--- config.mk ---
export PLATFORM = sky130hd
export DESIGN_NAME = serial_adder
export DESIGN_NICKNAME = d
export VERILOG_FILES = /design/src/rtl/adder_pkg.sv /design/src/rtl/full_adder.sv /design/src/rtl/serial_adder.sv
export SDC_FILE = /design/constraint.sdc
export NUM_CORES = 1
export LEC_CHECK = 0
export BUFFER_PORTS_ARGS = -buffer_cell sky130_fd_sc_hd__clkbuf_2
export CORE_MARGIN = 5
export CORE_UTILIZATION = 50
export DETAILED_ROUTE_END_ITERATION = 6
export PLACE_DENSITY = 0.72
export SYNTH_ARGS = -nofsm -noshare
export SYNTH_HDL_FRONTEND = slang
export SYNTH_SLANG_ARGS = --single-unit
--- constraint.sdc ---
create_clock -name clk -period 4.6 [get_ports clk]
set_input_delay 0.46 -clock clk [delete_from_list [all_inputs] [get_ports clk]]
set_output_delay 0.46 -clock clk [all_outputs]
set_load 0.01 [all_outputs]
--- src/rtl/adder_pkg.sv ---
// rtl/adder_pkg.sv - shared constants and FSM encoding for the bit-serial adder
package adder_pkg;

    // Default operand width of the serial adder.
    localparam int ADDER_WIDTH = 8;

    // Sequencer states: waiting for operands, shifting bits, holding result.
    typedef enum logic [1:0] {
        ST_IDLE = 2'd0,
        ST_RUN  = 2'd1,
        ST_DONE = 2'd2
    } adder_state_t;

endpackage

--- src/rtl/full_adder.sv ---
// rtl/full_adder.sv - one-bit full adder cell
module full_adder (
    input  logic a,
    input  logic b,
    input  logic cin,
    output logic sum,
    output logic cout
);

    // Single-bit sum and carry from three equally weighted inputs.
    always_comb begin
        sum  = a ^ b ^ cin;
        cout = (a & b) | (a & cin) | (b & cin);
    end

endmodule

--- src/rtl/serial_adder.sv ---
// rtl/serial_adder.sv - bit-serial adder, LSB first, one full adder cell reused WIDTH times
module serial_adder
    import adder_pkg::*;
#(
    parameter int WIDTH = ADDER_WIDTH
) (
    input  logic             clk,
    input  logic             rst,
    input  logic             in_valid,
    output logic             in_ready,
    input  logic [WIDTH-1:0] a,
    input  logic [WIDTH-1:0] b,
    input  logic             cin,
    output logic             out_valid,
    input  logic             out_ready,
    output logic [WIDTH-1:0] sum,
    output logic             cout,
    output logic             busy
);

    // Counter only has to reach WIDTH-1, so clog2(WIDTH) bits never wrap.
    localparam int CNT_W = (WIDTH > 1) ? $clog2(WIDTH) : 1;
    localparam logic [CNT_W-1:0] CNT_LAST = CNT_W'(WIDTH - 1);

    adder_state_t     state;
    adder_state_t     state_nxt;
    logic [WIDTH-1:0] a_sh;
    logic [WIDTH-1:0] b_sh;
    logic [WIDTH-1:0] sum_sh;
    logic             carry;
    logic [CNT_W-1:0] cnt;
    logic             cell_sum;
    logic             cell_cout;
    logic             accept;
    logic             last_bit;

    assign accept   = in_valid && (state == ST_IDLE);
    assign last_bit = (cnt == CNT_LAST);

    // The only adder logic: the current LSBs plus the running carry.
    full_adder u_cell (
        .a    (a_sh[0]),
        .b    (b_sh[0]),
        .cin  (carry),
        .sum  (cell_sum),
        .cout (cell_cout)
    );

    // State register; reset abandons any operation in flight.
    always_ff @(posedge clk or posedge rst) begin
        if (rst) begin
            state <= ST_IDLE;
        end else begin
            state <= state_nxt;
        end
    end

    // Next-state: accept in IDLE, leave RUN after the WIDTH-th bit, release DONE on out_ready.
    always_comb begin
        state_nxt = state;
        case (state)
            ST_IDLE: if (in_valid)  state_nxt = ST_RUN;
            ST_RUN:  if (last_bit)  state_nxt = ST_DONE;
            ST_DONE: if (out_ready) state_nxt = ST_IDLE;
            default: state_nxt = ST_IDLE;
        endcase
    end

    // Datapath: load on accept, shift one bit per RUN cycle, hold otherwise.
    always_ff @(posedge clk or posedge rst) begin
        if (rst) begin
            a_sh   <= '0;
            b_sh   <= '0;
            sum_sh <= '0;
            carry  <= 1'b0;
            cnt    <= '0;
        end else if (accept) begin
            a_sh  <= a;
            b_sh  <= b;
            carry <= cin;
            cnt   <= '0;
        end else if (state == ST_RUN) begin
            // Sum bits enter at the MSB so bit 0 lands at the LSB after WIDTH shifts.
            sum_sh <= {cell_sum, sum_sh[WIDTH-1:1]};
            carry  <= cell_cout;
            a_sh   <= {1'b0, a_sh[WIDTH-1:1]};
            b_sh   <= {1'b0, b_sh[WIDTH-1:1]};
            if (!last_bit) begin
                cnt <= cnt + 1'b1;
            end
        end
    end

    // Handshake and result outputs decoded straight from registered state.
    always_comb begin
        in_ready  = (state == ST_IDLE);
        out_valid = (state == ST_DONE);
        busy      = (state == ST_RUN) || (state == ST_DONE);
        sum       = sum_sh;
        cout      = carry;
    end

endmodule

### Yosys cells after proc, flatten, opt, wreduce, memory -nomap -nowiden

Cells that the tools add are included.

* output and inout port bits: 12
* bits in registers: 30
* input bits: 21
* word-level logic and storage cells: 42

* equality and inequality tests: 7
* add/subtract/negate cells: 1
* reduce and logical (&&, ||, !) cells: 7
* bitwise gates (word level): 8
* muxes and demuxes: 13

Operator list (count)
* two-way mux 8 bit: 4
* two-way mux 3 bit: 3
* two-way mux 2 bit: 3
* inequality test 2 bit (second input constant): 3
* one-hot mux 2 bit (3 select lines): 1
* AND reduction 2 bit: 2
* adder 3 x 1 -> 3 bit (second input constant): 1
* bitwise AND 1 bit: 3
* == test 3 bit (second input constant): 1
* AND reduction 3 bit: 1
* == test 2 x 1 -> 1 bit (second input constant): 1
* == test 2 bit (second input constant): 1
* logical NOT 2 bit: 1
* two-way mux 1 bit: 2
* inequality test 2 x 1 -> 1 bit (second input constant): 1
* bitwise OR 1 bit: 2
* nonzero test 2 bit: 1
* XOR 1 bit: 2
* logical AND 1 bit: 1
* logical OR 1 bit: 1
* NOT 1 bit: 1

### Longest topological paths before layout

Gate-level depths: netlist of the first run.

* word-level depth: 5
* depth in mapped cells: 7
* gate-level depth less buffers: 5

### Hierarchy

Synthesis of the first run repeated with hierarchy kept, for this count alone.

* cells, all modules: 120
* area, all modules: 1436.4 sq um

Modules (own cells, without submodules)
* serial_adder: cells each 119, instances 1, sequential area each 750.7 sq um, area each 1416.4 sq um
* full_adder: cells each 1, instances 1, sequential area each 0.0 sq um, area each 20.0 sq um

### Worst setup path after synthesis of the first run

Ideal clock, no wire load.

* path kind: register to register
* start point: register state[1]
* end point: register state[0]
* buffers on the path: 1
* library setup time: 125 ps
* cell stages (with the launch flop): 7
* path slack: 3056 ps
* data arrival time: 1419 ps
* cells stage by stage: dfrtp_1 > inv_1 > ha_1 > buf_6 > nor2b_4 > a221oi_4 > mux2_4

* longest elaborated chain between the ends: 3
* elaborated cells between the ends (all ways): 8

RTL lines
* start, declared: line serial_adder.sv:25 `adder_state_t state;`
* start signal, assigned: line serial_adder.sv:54 `state <= state_nxt;`
* == test 2 x 1 -> 1 bit (tied with other cells): line serial_adder.sv:61 `case (state)`
* inequality test 2 bit (no line) / inequality test 2 x 1 -> 1 bit (equally long branches)
* AND reduction 3 bit (no line)

Parallel ways exist; a longest one is shown, timed or not.
A chain may end at the register's enable or synchronous reset.

### Final worst setup path of the first run

* start point: register state[1]
* end point: register state[1]

The elaborated chain is that of the path after synthesis.

==> metrics, run 1 <==
status finished clean; Initial Util roughly 52%; Fmax approximately 460 MHz; Worst Skew about 0.0033 ns; first-pass GRT wire length about 4.2 mm; Max Cap Viol 0; final routed DRC violation total 0; clk slew on worst S/H paths 0.08 ns; final worst-path cycle share between 40% and 50%; CTS Buffer Depth 2; commonest non-fill, non-tap cell in the layout clkbuf_2; CTS tree done; Post-Syn Nets about 150; initial DRC count 6; IO Count 33; Total Routing Usage GR between 10% and 20%; Die W between 60 and 70 µm; Die Footprint just over 4000 µm²; crit path DAT roughly 2.4 ns; most frequent cells in the layout clkbuf_2, dfrtp_1, mux2i_1, nand2_1, o21ai_1; Final WS setup 2.43 ns; layout cells sized above 1 between 30% and 40%; synth top area cells dfrtp_1, mux2i_1, mux2_2; Final nets between 150 and 200; synth unique cells 17; Remaining Overflow, GRT 0; Slew Limit Fails 0; cells after synthesis 120; setup_tns 0 ns; peak fanout along the critical path 18; DRT Pass-1 Iters 2; Post-CTS Setup Bufs 0; endpoint class of the critical path register; unrepaired setup endpoints after global routing no; fill count between 200 and 300; syn_area_per_cell around 12 µm²; Worst Tran Pin Value between 1 and 1.5 ns; largest net degree at the start of global routing 38; synthesis-to-layout area growth 14.1%; Yosys warnings 0; worst skew pair latency 0.31 ns; row count 19; H-tree levels 2; ANT cells 0; Placer Congestion about 0.68; area share of the leading cell type in the synthesized netlist between 50% and 60%; worst min-delay path category input pin to register; cell area power density roughly 700 nW/µm²; Port Buf Inserts 32; post-CTS sizing 0; Worst VDD drop 481 µV; root buffer cell clkbuf_4; Post-DP HPWL 1.74 mm; setup violators final 0; Leak Pwr 0.808 nW; antenna-violating nets left 0; relative slew slack about a quarter; die height approximately 64 µm; placement-stage worst setup slack about 2.4 ns; wire per inst about 13 µm; CP Data Required Time 4.80 ns; vias per cell roughly 5; CP Class register to register; Startpoint Class register; cts hold-fix bufs 0; cell area after synthesis ~1400 µm²; Sink Count 30; #FFs+latches synth 30; Period minus WS final approximately 2.2 ns; via count 929; final hold violation count 0; number of global-route vias before repair 969; sequential fraction of the synthesis area between 50% and 60%; Routed Wire Length between 2 and 2.5 mm; CORE AREA 2760 µm²; dominant cell type by area after synthesis dfrtp_1; Num CTS Buffers 5; antenna violations before repair 0
## cell families (layout without fill, tap and decap cells)
family	Yosys count	after routing	share of synthesized area [%]
DFF	30	30	52.3
muxes	27	27	20.2
and+or+nand+nor	24	24	7.49
AOI/OAI and AO/OA	18	18	7.75
buffers and inverters	12	44	4.18
adders and majority gates	8	8	7.49
xor gates and xnor gates	1	1	0.610
## state kept, by name (all words and copies together), names as in the netlist
signal,cells
a_sh,8
b_sh,8
sum,8
cnt,3
state,2
cout,1
## layout make-up
cell class              instances  area, µm²  area share [%]
flip-flops and latches         30        751            45.8
multi-input cells              78        626            38.2
repair buffers                 32        160            9.77
clock buffers                   7       45.0            2.75
well taps                      31       38.8            2.37
inverters                       5       18.8            1.15
## Yosys cell counts
cell / instances
dfrtp_1: 30
mux2i_1: 17
nand2_1: 17
o21ai_1: 17
mux2_2: 8
ha_1: 7
buf_2: 6
inv_1: 5
nor2_1: 3
mux2_4: 2
nand2b_1: 2
a221oi_4: 1
and2_1: 1
buf_6: 1
fa_1: 1
nor2b_4: 1
xnor2_1: 1
## per-layer routing
metal / GRT usage, % / routed length (µm) / up-vias
li1: - / - / 467
met1: 14.2 / 918 / 431
met2: 22.7 / 1200 / 24
met3: 4.62 / 159 / 7
met4: 7.79 / 53 / 0
met5: 0 / 0 / -
## worst max-delay path, cell delays in order (launching register included)
cell	delay, ns
dfrtp_1	0.41
inv_1	0.13
ha_1	0.77
nor2b_4	0.38
a221oi_4	0.06
mux2_4	0.31
## power breakdown
part           internal, mW  switching, mW
logic                 0.275          0.256
registers             0.394         0.0798
clock network        0.0575         0.0789
total                 0.726          0.414
## through the flow
step	power (mW)	cell area [µm²]	std cells	hold WS, ns	utilization [%]
6_report	1.14	1640	183	0.348	59.4
5_1_grt	1.25	1640	183	0.334	59.4
4_1_cts	1.16	1640	183	0.336	59.4
3_5_place_dp	1.02	1590	176	0.508	57.8
3_3_place_gp	0.995	1590	176	0.494	57.8
2_1_floorplan	0.897	1440	120	0.490	-
## path summary, 6_finish.rpt
check / from / endpoint / slack (ns) / depth (start not counted)
worst max-delay path: state[1] / state[1] / 2.43 / 5
worst min-delay path: b[3] / b_sh[3] / 0.35 / 3
worst max register to register: state[1] / state[1] / 2.43 / 5
worst min register to register: sum[0] / sum[0] / 0.52 / 1
max in group asynchronous: rst / b_sh[0] / 3.58 / 2
min in group asynchronous: rst / a_sh[4] / 0.38 / 2
Power figures use the tool's default switching activity.
==> run 2: changes to the inputs <==
--- a/config.mk
+++ b/config.mk
@@ -7,9 +7,9 @@
 export LEC_CHECK = 0
 export BUFFER_PORTS_ARGS = -buffer_cell sky130_fd_sc_hd__clkbuf_2
 export CORE_MARGIN = 5
-export CORE_UTILIZATION = 50
+export CORE_UTILIZATION = 47
 export DETAILED_ROUTE_END_ITERATION = 6
-export PLACE_DENSITY = 0.72
+export PLACE_DENSITY = 0.71
 export SYNTH_ARGS = -nofsm -noshare
 export SYNTH_HDL_FRONTEND = slang
 export SYNTH_SLANG_ARGS = --single-unit
==> constraint.sdc (replaced) <==
create_clock -name clk -period 1.85 [get_ports clk]
set_input_delay 0.185 -clock clk [delete_from_list [all_inputs] [get_ports clk]]
set_output_delay 0.185 -clock clk [all_outputs]
set_load 0.01 [all_outputs]
==> metrics, run 2 (synthesized netlist as in run 1, its figures left out) <==
Die Footprint about 4300 µm²; unrepaired setup endpoints after global routing no; cell area power density between 1500 and 2000 nW/µm²; Total Routing Usage GR around 14%; final routed DRC violation total 0; Routed Wire Length approximately 2.6 mm; antenna violations before repair 0; Num CTS Buffers 5; setup_tns 0 ns; Startpoint Class register; peak fanout along the critical path 4; Post-CTS Setup Bufs 0; Post-Layout Inst Area 1720 µm²; CP Class register to register; CTS Buffer Depth 2; root buffer cell clkbuf_4; Slew Limit Fails 0; placement-stage worst setup slack approximately 0.30 ns; commonest non-fill, non-tap cell in the layout clkbuf_2; internal power 1.95 mW; crit path DAT roughly 1.8 ns; CP Data Required Time 2.06 ns; combinational share of power a little under half; wire per inst roughly 13 µm; clk slew on worst S/H paths approximately 0.10 ns; Initial Util a little under half; H-tree levels 2; synthesis-to-layout area growth 19.8%; most frequent cells in the layout clkbuf_2, dfrtp_1, mux2i_1, nand2_1, o21ai_1; number of global-route vias before repair slightly above 1,000; row count 20; Worst VDD drop roughly 700 µV; fill count about 270; worst min-delay path category input pin to register; endpoint class of the critical path register; Final nets 185; Sink Count 30; initial DRC count 22; die height between 60 and 70 µm; Worst Tran Pin Value 0.409 ns; relative slew slack between 70% and 80%; Fmax about 640 MHz; IO Count 33; Remaining Overflow, GRT 0; Die W between 60 and 70 µm; final hold violation count 0; largest net degree at the start of global routing 38; sw frac 35.8%; status finished clean; worst skew pair latency between 0.3 and 0.4 ns; ANT cells 0; Placer Congestion approximately 0.69; Clock power frac between 15 and 20%; Leak Pwr about 0.85 nW; Post-DP HPWL around 2.0 mm; CTS tree done; Placed Area about 1600 µm²; Period minus WS final between 1.5 and 2 ns; Max Cap Viol 0; Worst Skew ~0.012 ns; antenna-violating nets left 0; hold_ws between 0.05 and 0.06 ns; Final WS setup between 0.2 and 0.3 ns; setup violators final 0; CORE AREA approximately 3000 µm²; final worst-path cycle share 84.9%; vias per cell 5.01; Port Buf Inserts 32; DRT Pass-1 Iters 2; via count about 950; sequential share of power 38.9%; Switch Pwr between 1 and 1.5 mW; first-pass GRT wire length 4.42 mm; layout cells sized above 1 a little over a third
[run 2: cell count changes in the layout (fill, tap and decap cells not counted), sizes merged]
cell         previous run  this run
buf                     0         3
clkbuf                 39        40
dlygate4sd3             0         1
[run 2: layout make-up]
| type | instances | area [µm²] | area share (%) |
|---|---|---|---|
| clock buffer | 8 | 78.8 | 4.58 |
| inverter | 5 | 18.8 | 1.09 |
| multi-input combinational | 78 | 626 | 36.4 |
| sequential | 30 | 751 | 43.6 |
| tap | 33 | 41.3 | 2.40 |
| timing repair buffer | 36 | 205 | 11.9 |
[run 2: final timing paths]
check	from	cells after the start	to	slack, ns
worst max-delay path	state[0]	4	state[0]	0.28
worst min-delay path	a[4]	3	a_sh[4]	0.06
worst max register to register	state[0]	4	state[0]	0.28
worst min register to register	sum[2]	1	sum[1]	0.52
max in group asynchronous	rst	4	b_sh[6]	0.87
min in group asynchronous	rst	3	sum[0]	0.37
[run 2: power groups by stage]
stage          combinational (mW)  clock (mW)  sequential (mW)
4_1_cts                      1.40       0.488             1.19
6_report                     1.38       0.480             1.18
3_5_place_dp                 1.39           0             1.20
3_3_place_gp                 1.33           0             1.17
2_1_floorplan                1.04           0             1.19
5_1_grt                      1.54       0.521             1.23
[run 2: what timing repair did]
item / CTS / global route
hold buffers: 1 / 0
endpoints found under the hold margin: 10 / 0
resized for setup: 0 / 0
[run 2: per-layer routing]
metal	track usage (%)	up-vias	share of wire [%]
li1	-	476	-
met1	15.8	451	41
met2	23.4	21	53
met3	4.10	4	5.0
met4	6.22	0	1.1
met5	0	-	0
[run 2: critical path: stages (launching register included)]
cell and delay [ns]:
dfrtp_1 0.42, inv_1 0.10, ha_1 0.25, a221oi_4 0.35
mux2_4 0.33
[run 2: per-stage QoR]
stage	std cells	utilization (%)	power (mW)
2_1_floorplan	120	-	2.23
3_3_place_gp	181	54.3	2.50
3_5_place_dp	181	54.3	2.59
4_1_cts	190	57.3	3.08
5_1_grt	190	57.3	3.29
6_report	190	57.3	3.04
==> run 3: changes to the inputs <==
--- a/config.mk
+++ b/config.mk
@@ -7,9 +7,9 @@
 export LEC_CHECK = 0
 export BUFFER_PORTS_ARGS = -buffer_cell sky130_fd_sc_hd__clkbuf_2
 export CORE_MARGIN = 5
-export CORE_UTILIZATION = 47
+export CORE_UTILIZATION = 50
 export DETAILED_ROUTE_END_ITERATION = 6
-export PLACE_DENSITY = 0.71
+export PLACE_DENSITY = 0.72
 export SYNTH_ARGS = -nofsm -noshare
 export SYNTH_HDL_FRONTEND = slang
 export SYNTH_SLANG_ARGS = --single-unit
==> constraint.sdc (replaced) <==
create_clock -name clk -period 1.5 [get_ports clk]
set_input_delay 0.15 -clock clk [delete_from_list [all_inputs] [get_ports clk]]
set_output_delay 0.15 -clock clk [all_outputs]
set_load 0.01 [all_outputs]
==> metrics, run 3 (synthesized netlist as in run 1, its figures left out) <==
setup violators final 0; Num CTS Buffers 5; Fmax ~670 MHz; Sink Count 30; layout cells sized above 1 slightly below 40%; Max Cap Viol 0; Leak Pwr around 0.85 nW; Port Buf Inserts 32; H-tree levels 2; row count 19; relative slew slack between 70% and 80%; CP Data Required Time 1.71 ns; delay-heaviest family, CP flip-flops; hold_ws between 0.02 and 0.03 ns; Period minus WS final 1.49 ns; Max stage delay on crit path slightly above 0.4 ns; Final nets around 190; Initial Util between 50% and 60%; worst-path cell chain inv_2 > ha_4 > nor2b_4 > a221oi_4 > mux2_4; endpoint class of the critical path register; peak fanout along the critical path 4; first-pass GRT wire length 4.31 mm; Worst Tran Pin Value between 0.4 and 0.5 ns; number of global-route vias before repair approximately 930; IO Count 33; Startpoint Class register; antenna violations before repair 0; via count roughly 940; vias per cell just under 5; Total Routing Usage GR between 10 and 15%; commonest non-fill, non-tap cell in the layout clkbuf_2; synthesis-to-layout area growth 20.6%; initial DRC count 21; CP bufs+invs 1; antenna-violating nets left 0; crit path DAT roughly 1.7 ns; Worst Skew about 0.0045 ns; DRT Pass-1 Iters 3; Die W roughly 64 µm; final routed DRC violation total 0; Post-DP HPWL around 1.9 mm; wire per inst 12.8 µm; ANT cells 0; worst min-delay path category input pin to register; CTS Buffer Depth 2; final worst-path cycle share ~100%; Routed Wire Length 2.43 mm; largest net degree at the start of global routing 38; final hold violation count 0; Placer Congestion between 0.6 and 0.7; Worst VDD drop 1290 µV; CTS tree done; unrepaired setup endpoints after global routing yes; CP Class register to register; Crit-path slowest cell dfrtp_1; worst skew pair latency around 0.32 ns; die height roughly 64 µm; root buffer cell clkbuf_4; CORE AREA around 2800 µm²; status finished clean; Slew Limit Fails 0; clk slew on worst S/H paths 0.09 ns; Die Footprint 4040 µm²; cell area power density roughly 2100 nW/µm²; total power about 3.7 mW; most frequent cells in the layout clkbuf_2, dfrtp_1, mux2i_1, nand2_1, o21ai_1; Remaining Overflow, GRT 0
## run 3: changes by cell type in the layout (fill, tap and decap cells not counted), moves of 2 or more
cell / delta
inv_2: +2
inv_1: -2
buf_4: +2
ha_2: +2
ha_1: -3
clkbuf_8: -2
## run 3: path summary, 6_finish.rpt
kind	from	to	slack, ns	cells past startpoint
setup / recovery	state[1]	state[1]	0.007	5
hold / removal	a[5]	a_sh[5]	0.03	3
setup reg to reg	state[1]	state[1]	0.007	5
hold reg to reg	sum[0]	sum[0]	0.52	1
max in group asynchronous	rst	state[0]	0.68	4
min in group asynchronous	rst	a_sh[5]	0.33	3
## run 3: what timing repair did
item                       in CTS  in global routing
setup buffers                   1                  0
hold endpoints to repair        9                  0
gates cloned                    0                  0
hold buffers                    1                  0
setup endpoints to repair       2                  3
pin swaps                       1                  0
gates resized for setup         2                  0
## run 3: worst min-delay path: stages
cell and delay (ns):
clkbuf_2 0.08, nand2_1 0.04, o21ai_1 0.05
## run 3: stage by stage
step | instances | setup slack (ns) | util, % | area [µm²] | setup TNS [ns]
after floorplan | 120 | -0.00961 | - | 1450 | -0.0192
after global placement | 180 | 0.0154 | 60.0 | 1650 | 0
after detailed placement | 180 | -0.0373 | 60.0 | 1650 | -0.0669
after CTS | 190 | 0.000912 | 62.8 | 1730 | 0
after global routing | 190 | -0.0567 | 62.8 | 1730 | -0.111
final | 190 | 0.00721 | 62.8 | 1730 | 0
## run 3: cell type report
cell class	count	area, µm²
fill	235	1020
sequential	30	752
multi-input combinational	78	643
timing repair buffer	38	220
clock buffer	7	55.1
tap	31	38.8
inverter	5	18.8
clock inverter	1	5.00
## run 3: report_power, final
| group | leakage, nW | internal (mW) | switching (mW) |
|---|---|---|---|
| logic | 0.439 | 0.915 | 0.828 |
| clock network | 0.0353 | 0.227 | 0.259 |
| registers | 0.371 | 1.21 | 0.255 |
## run 3: metal layers
metal,share of wire [%],vias up,global-route usage (%)
met5,0,-,0
met1,42,435,15.3
met3,8.3,7,7.46
li1,-,478,-
met2,48,24,22.5
met4,1.7,0,5.45
